### config.mk
export PLATFORM = sky130hd
export DESIGN_NAME = mcast_arbiter
export DESIGN_NICKNAME = d
export VERILOG_FILES = /design/src/rtl/mcast_arbiter.sv
export SDC_FILE = /design/constraint.sdc
export NUM_CORES = 1
export LEC_CHECK = 0
export ABC_AREA = 1
export CAP_MARGIN = 20
export CORE_MARGIN = 3
export CORE_UTILIZATION = 39
export DETAILED_ROUTE_END_ITERATION = 8
export PLACE_DENSITY_LB_ADDON = 0.08
export SKIP_CTS_REPAIR_TIMING = 1
export SYNTH_ARGS = -nofsm -noshare
export SYNTH_HDL_FRONTEND = slang
export SYNTH_SLANG_ARGS = --single-unit
### constraint.sdc
create_clock -name clk -period 16.66 [get_ports clk]
set_input_delay 4.998 -clock clk [delete_from_list [all_inputs] [get_ports clk]]
set_output_delay 4.998 -clock clk [all_outputs]
set_load 0.005 [all_outputs]
### src/rtl/mcast_arbiter.sv
// -----------------------------------------------------------------------------
// mcast_arbiter
//
// Purpose:
//   Multicast-capable output arbiter for a router with NPORT inputs and NPORT
//   outputs. Each input presents a head flit with a destination mask. The
//   arbiter grants heads all-or-nothing in the same cycle (no partial
//   delivery). Inputs are searched in round-robin order from rr_ptr. A
//   per-input age counter detects starvation. When an input has waited
//   STARVE_LIMIT cycles, a reservation is raised: that input is searched
//   first, and no other input may claim any output in its mask until the
//   starved input is served or withdraws.
//
// Ports:
//   clk            rising-edge clock
//   rst            synchronous active-high reset
//   enable_mcast   1 = multi-destination heads may be granted
//   head_valid     input FIFO i has a head flit
//   head_dest      destination mask of head i at [i*NPORT +: NPORT]
//   out_ready      output o can accept a flit this cycle
//   fifo_pop       pop input FIFO i this cycle
//   out_valid      output o carries a flit this cycle
//   sel_in         source input for output o at [o*3 +: 3]
//   starve_active  reservation in force
//   starve_port    input holding the reservation
//   err_mcast_dis  sticky: multi-destination head seen while enable_mcast=0
//
// The 3-bit index fields limit NPORT to at most 8.
// -----------------------------------------------------------------------------
module mcast_arbiter #(
  parameter int NPORT        = 5,
  parameter int STARVE_LIMIT = 8
) (
  input  logic                 clk,
  input  logic                 rst,
  input  logic                 enable_mcast,
  input  logic [NPORT-1:0]     head_valid,
  input  logic [NPORT*NPORT-1:0] head_dest,
  input  logic [NPORT-1:0]     out_ready,
  output logic [NPORT-1:0]     fifo_pop,
  output logic [NPORT-1:0]     out_valid,
  output logic [3*NPORT-1:0]   sel_in,
  output logic                 starve_active,
  output logic [2:0]           starve_port,
  output logic                 err_mcast_dis
);

  localparam logic [3:0] LIMIT = 4'(STARVE_LIMIT);

  typedef enum logic {IDLE = 1'b0, RESERVE = 1'b1} state_t;

  state_t          state_reg, state_next;
  logic [2:0]      rr_ptr_reg;
  logic [2:0]      starve_port_reg;
  logic            err_reg;
  logic [3:0]      age_reg  [NPORT];
  logic [3:0]      age_next [NPORT];

  logic [NPORT-1:0] dest [NPORT];
  logic [NPORT-1:0] eligible;
  logic [NPORT-1:0] multi;

  logic [NPORT-1:0] grant;
  logic [NPORT-1:0] claimed;
  logic [NPORT-1:0] starve_dest;
  logic             first_found;
  logic [2:0]       first_idx;
  logic [2:0]       cand_idx;

  logic             hit_found;
  logic [2:0]       hit_idx;
  logic [2:0]       hit_cand;

  // (base + k) mod NPORT, with base < NPORT and k < NPORT.
  function automatic logic [2:0] rr_idx(input logic [2:0] base, input int k);
    logic [3:0] s;
    s = {1'b0, base} + 4'(k);
    if (s >= 4'(NPORT)) s = s - 4'(NPORT);
    return s[2:0];
  endfunction

  // Per-input destination unpacking and eligibility.
  generate
    for (genvar gi = 0; gi < NPORT; gi++) begin : g_port
      assign dest[gi]     = head_dest[gi*NPORT +: NPORT];
      assign multi[gi]    = ($countones(dest[gi]) > 1);
      // A nonzero, non-multi mask has exactly one bit set.
      assign eligible[gi] = head_valid[gi] && (dest[gi] != '0) &&
                            (enable_mcast || !multi[gi]);
    end
  endgenerate

  assign starve_dest = dest[starve_port_reg];

  // Grant search. A head is granted only if its whole mask is free and
  // ready, so partial delivery cannot happen. In RESERVE, the starved input
  // is searched first. The others may not touch any output in its mask.
  always_comb begin
    grant       = '0;
    claimed     = '0;
    first_found = 1'b0;
    first_idx   = '0;
    cand_idx    = '0;

    if (state_reg == RESERVE && eligible[starve_port_reg] &&
        (starve_dest & ~out_ready) == '0) begin
      grant[starve_port_reg] = 1'b1;
      claimed                = starve_dest;
      first_found            = 1'b1;
      first_idx              = starve_port_reg;
    end

    for (int k = 0; k < NPORT; k++) begin
      cand_idx = rr_idx(rr_ptr_reg, k);
      if (!(state_reg == RESERVE && cand_idx == starve_port_reg) &&
          eligible[cand_idx] &&
          (dest[cand_idx] & claimed) == '0 &&
          (dest[cand_idx] & ~out_ready) == '0 &&
          !(state_reg == RESERVE && (dest[cand_idx] & starve_dest) != '0)) begin
        grant[cand_idx] = 1'b1;
        claimed         = claimed | dest[cand_idx];
        if (!first_found) begin
          first_found = 1'b1;
          first_idx   = cand_idx;
        end
      end
    end
  end

  // Crossbar controls. Granted masks are disjoint, so each output has at
  // most one source.
  always_comb begin
    fifo_pop  = '0;
    out_valid = '0;
    sel_in    = '0;
    if (!rst) begin
      fifo_pop = grant;
      for (int o = 0; o < NPORT; o++) begin
        for (int i = 0; i < NPORT; i++) begin
          if (grant[i] && dest[i][o]) begin
            out_valid[o]       = 1'b1;
            sel_in[o*3 +: 3]   = 3'(i);
          end
        end
      end
    end
  end

  // Age counters: count blocked-while-eligible cycles, saturate at the limit.
  always_comb begin
    for (int i = 0; i < NPORT; i++) begin
      age_next[i] = '0;
      if (eligible[i] && !grant[i]) begin
        age_next[i] = (age_reg[i] >= LIMIT) ? LIMIT : age_reg[i] + 4'd1;
      end
    end
  end

  // The first saturated input in round-robin order wins the reservation.
  always_comb begin
    hit_found = 1'b0;
    hit_idx   = '0;
    hit_cand  = '0;
    for (int k = 0; k < NPORT; k++) begin
      hit_cand = rr_idx(rr_ptr_reg, k);
      if (!hit_found && age_reg[hit_cand] == LIMIT) begin
        hit_found = 1'b1;
        hit_idx   = hit_cand;
      end
    end
  end

  // FSM: next-state logic.
  always_comb begin
    state_next = state_reg;
    case (state_reg)
      IDLE:    if (hit_found) state_next = RESERVE;
      RESERVE: if (grant[starve_port_reg] || !eligible[starve_port_reg])
                 state_next = IDLE;
      default: state_next = IDLE;
    endcase
  end

  // FSM: state register, plus pointer, reservation index, ages and error flag.
  always_ff @(posedge clk) begin
    if (rst) begin
      state_reg       <= IDLE;
      rr_ptr_reg      <= '0;
      starve_port_reg <= '0;
      err_reg         <= 1'b0;
      for (int i = 0; i < NPORT; i++) age_reg[i] <= '0;
    end else begin
      state_reg <= state_next;
      if (state_reg == IDLE && hit_found) starve_port_reg <= hit_idx;
      if (first_found) rr_ptr_reg <= rr_idx(first_idx, 1);
      err_reg <= err_reg | (|(head_valid & multi & {NPORT{~enable_mcast}}));
      for (int i = 0; i < NPORT; i++) age_reg[i] <= age_next[i];
    end
  end

  // FSM: outputs. These are forced to zero while reset is held.
  always_comb begin
    starve_active = !rst && (state_reg == RESERVE);
    starve_port   = rst ? 3'd0 : starve_port_reg;
    err_mcast_dis = !rst && err_reg;
  end

endmodule
==> impl_metrics.csv <==
group,metric,value,unit
status,outcome,"complete, no violations",
placement,placed_area,7130,um^2
global_routing,grt_remaining_overflow,0,
synth,synth_cell_types,60,
clock_tree,cts_made_buffers,3,
synth,synth_top_area_share,0.169,
global_routing,grt_max_degree,35,
synth,ys_seq_area_frac,0.0904,
detailed_routing,ant_nets,0,
worst_setup_path,start_kind,"primary input",
synth,synthTopCellsByCount,"279 x nand2_1, 144 x inv_1, 131 x nor2_1, 113 x nand3_1, 72 x o21ai_0",
synth,postSynth.asyncResetShare,0,
clock_tree,cts-root-buf,"clkbuf_16",
placement,gp_congestion,1.10,
global_routing,antenna_found_initial,1,
synth,syn_area_per_cell,5.61,um^2
clock_tree,cts-htree-levels,1,
timing,min_period,16200,ps
global_routing,grt_pass1_vias,7571,
timing,rsz0062_at_grt,"no",
synth,synthFlopType,"dfxtp_1",
timing,finClkSkew,3.82,ps
global_routing,grtUsageTotal,0.322,
finish,num-fill-cells,1680,
worst_setup_path,cpMaxStageDelayCell,"clkdlybuf4s50_1",
synth,syn_nets,1179,
finish,drive_gt1_frac,0.0932,
worst_setup_path,cp_max_fo,15,
placement,portBuffers,67,
detailed_routing,vias,8158,
die,start_util,0.403,
detailed_routing,routedWlPerCell,21.2,um
timing,period_share,0.972,
synth,synth-edff-count,0,
die,fp.dieW,132,um
timing,maxSlewViolCount,0,
worst_setup_path,criticalPathCategory,"primary input to output pin",
synth,synth_area,6200,um^2
die,die_y,132,um
finish,num_antenna_cells,0,
detailed_routing,wl,29.3,mm
global_routing,grt_pass1_wl,44.5,mm
worst_setup_path,cp-end-kind,"output pin",
finish,largest_reg_flops,20,
power,worst_ir_drop_vdd,0.0979,mV
timing,worstMarginPinSlew,1120,ps
clock_tree,cts_sinks,28,
power,power_density,203,nW/um^2
flow_run,drv_cap,0,
power,leakage,3.35,nW
detailed_routing,via_per_inst,5.91,
detailed_routing,dr.pass1.iters,7,
timing,slew-limit-headroom,0.231,
worst_setup_path,crit_arrival,11200,ps
worst_setup_path,critical_path.max_stage_delay,650,ps
worst_setup_path,required,11660,ps
timing,max_freq,61.7,MHz
worst_setup_path,worst-path-buf-inv,3,
finish,syn2layout_area_growth,16.8,%
detailed_routing,drc_errors,0,
die,rows,45,
synth,yosysMostFrequentCell,"nand2_1",
synth,yosys_warnings,0,
synth,synth.area.top_cells,"nand2_1 17%, nand3_1 9.1%, dfxtp_1 9.0%",
die,dieArea,17400,um^2
synth,synth_seq_cells,28,
finish,final_area,7240,um^2
worst_setup_path,cp_common_cell,"nand2_1",
die,ios,68,
detailed_routing,drt_iter0_drc,1253,
clock_tree,tritoncts,"done",
clock_tree,clkSlewWorstSetupHoldPaths,70,ps
worst_setup_path,cpLargestDelayFamily,"simple AND/OR/NAND/NOR gates",
timing,hold_violations,0,
placement,detailed_place_hpwl,23.0,mm
timing,fin_setup_tns,0,ps
clock_tree,worstSkewPairLatency,270,ps
die,core,15400,um^2
synth,yosysTopAreaCell,"nand2_1",
synth,syn_inst,1105,
clock_tree,clockBufferDepth,2,
finish,final_nets,1245,
hold_path,hold_path_class,"register to register",
timing,setup_viol,0,
-- stage by stage --
stage	hold WS, ps	power (mW)	std cells	utilization	setup slack [ps]
after global routing	514	1.59	1381	0.471	84.7
final	483	1.47	1381	0.471	460
after CTS	483	1.43	1381	0.471	570
after floorplan	447	0.970	1105	-	2680
after detailed placement	472	1.35	1377	0.464	588
after global placement	463	1.36	1377	0.464	601
-- tightest hold or removal path, cell delays in order, from the launching register on --
cell     delay (ps)
dfxtp_1         300
inv_1            80
a21oi_1          60
-- metal layers --
metal / vias up / GRT usage / routed length (um)
met5: - / 0 / 51
met4: 2 / 0.104 / 1270
met3: 97 / 0.0798 / 3650
met2: 566 / 0.489 / 12300
met1: 3667 / 0.447 / 12000
li1: 3826 / - / -
-- worst paths after layout --
kind	to	startpoint	slack, ps	cells after the start
hold / removal	age_reg[4][3]$_SDFF_PP0_	age_reg[4][3]$_SDFF_PP0_	480	2
hold reg to reg	age_reg[4][3]$_SDFF_PP0_	age_reg[4][3]$_SDFF_PP0_	480	2
setup reg to reg	rr_ptr_reg[2]$_SDFFE_PP0P_	rr_ptr_reg[0]$_SDFFE_PP0P_	9820	40
setup / recovery	out_valid[1]	head_dest[1]	460	33
-- final cells by class --
class | instances | area [um^2] | share of cell area
repair buffers | 85 | 806 | 0.111
clock inverters | 1 | 30.0 | 0.00415
flip-flops and latches | 28 | 561 | 0.0774
well taps | 211 | 264 | 0.0364
multi-input cells | 895 | 4910 | 0.678
inverters | 158 | 598 | 0.0826
clock buffers | 3 | 75.1 | 0.0104
-- layout by cell type, fill, tap and decap left out, drive strengths merged, types with 5 or more instances in the layout --
| cell type | n |
|---|---|
| nand2 | 308 |
| a221oi | 7 |
| dfxtp | 28 |
| o211ai | 5 |
| a2111oi | 6 |
| fa | 6 |
| inv | 158 |
| xnor2 | 5 |
| nor2 | 144 |
| a21oi | 42 |
| clkdlybuf4s50 | 67 |
| xor2 | 7 |
| nand3 | 123 |
| buf | 18 |
| ha | 30 |
| nor4 | 5 |
| o22ai | 33 |
| nand4 | 16 |
| a21boi | 7 |
| a31oi | 5 |
| o221ai | 10 |
| nor3 | 17 |
| a211oi | 8 |
| o21ai | 89 |
-- cell families after synthesis --
logic type                 synth area share
and+or+nand+nor                       0.452
AOI/OAI and AO/OA                     0.242
buffers and inverters                 0.118
adders and majority gates            0.0799
DFF                                  0.0904
xor gates and xnor gates             0.0170
-- power by group --
group / leakage [nW] / switching, mW / total, mW / internal, mW
Combinational: 3.07 / 0.894 / 1.30 / 0.405
Clock: 0.0511 / 0.0246 / 0.0725 / 0.0479
Sequential: 0.228 / 0.0232 / 0.0994 / 0.0762
Total: 3.35 / 0.942 / 1.47 / 0.529
Power figures use the tool's default switching activity.
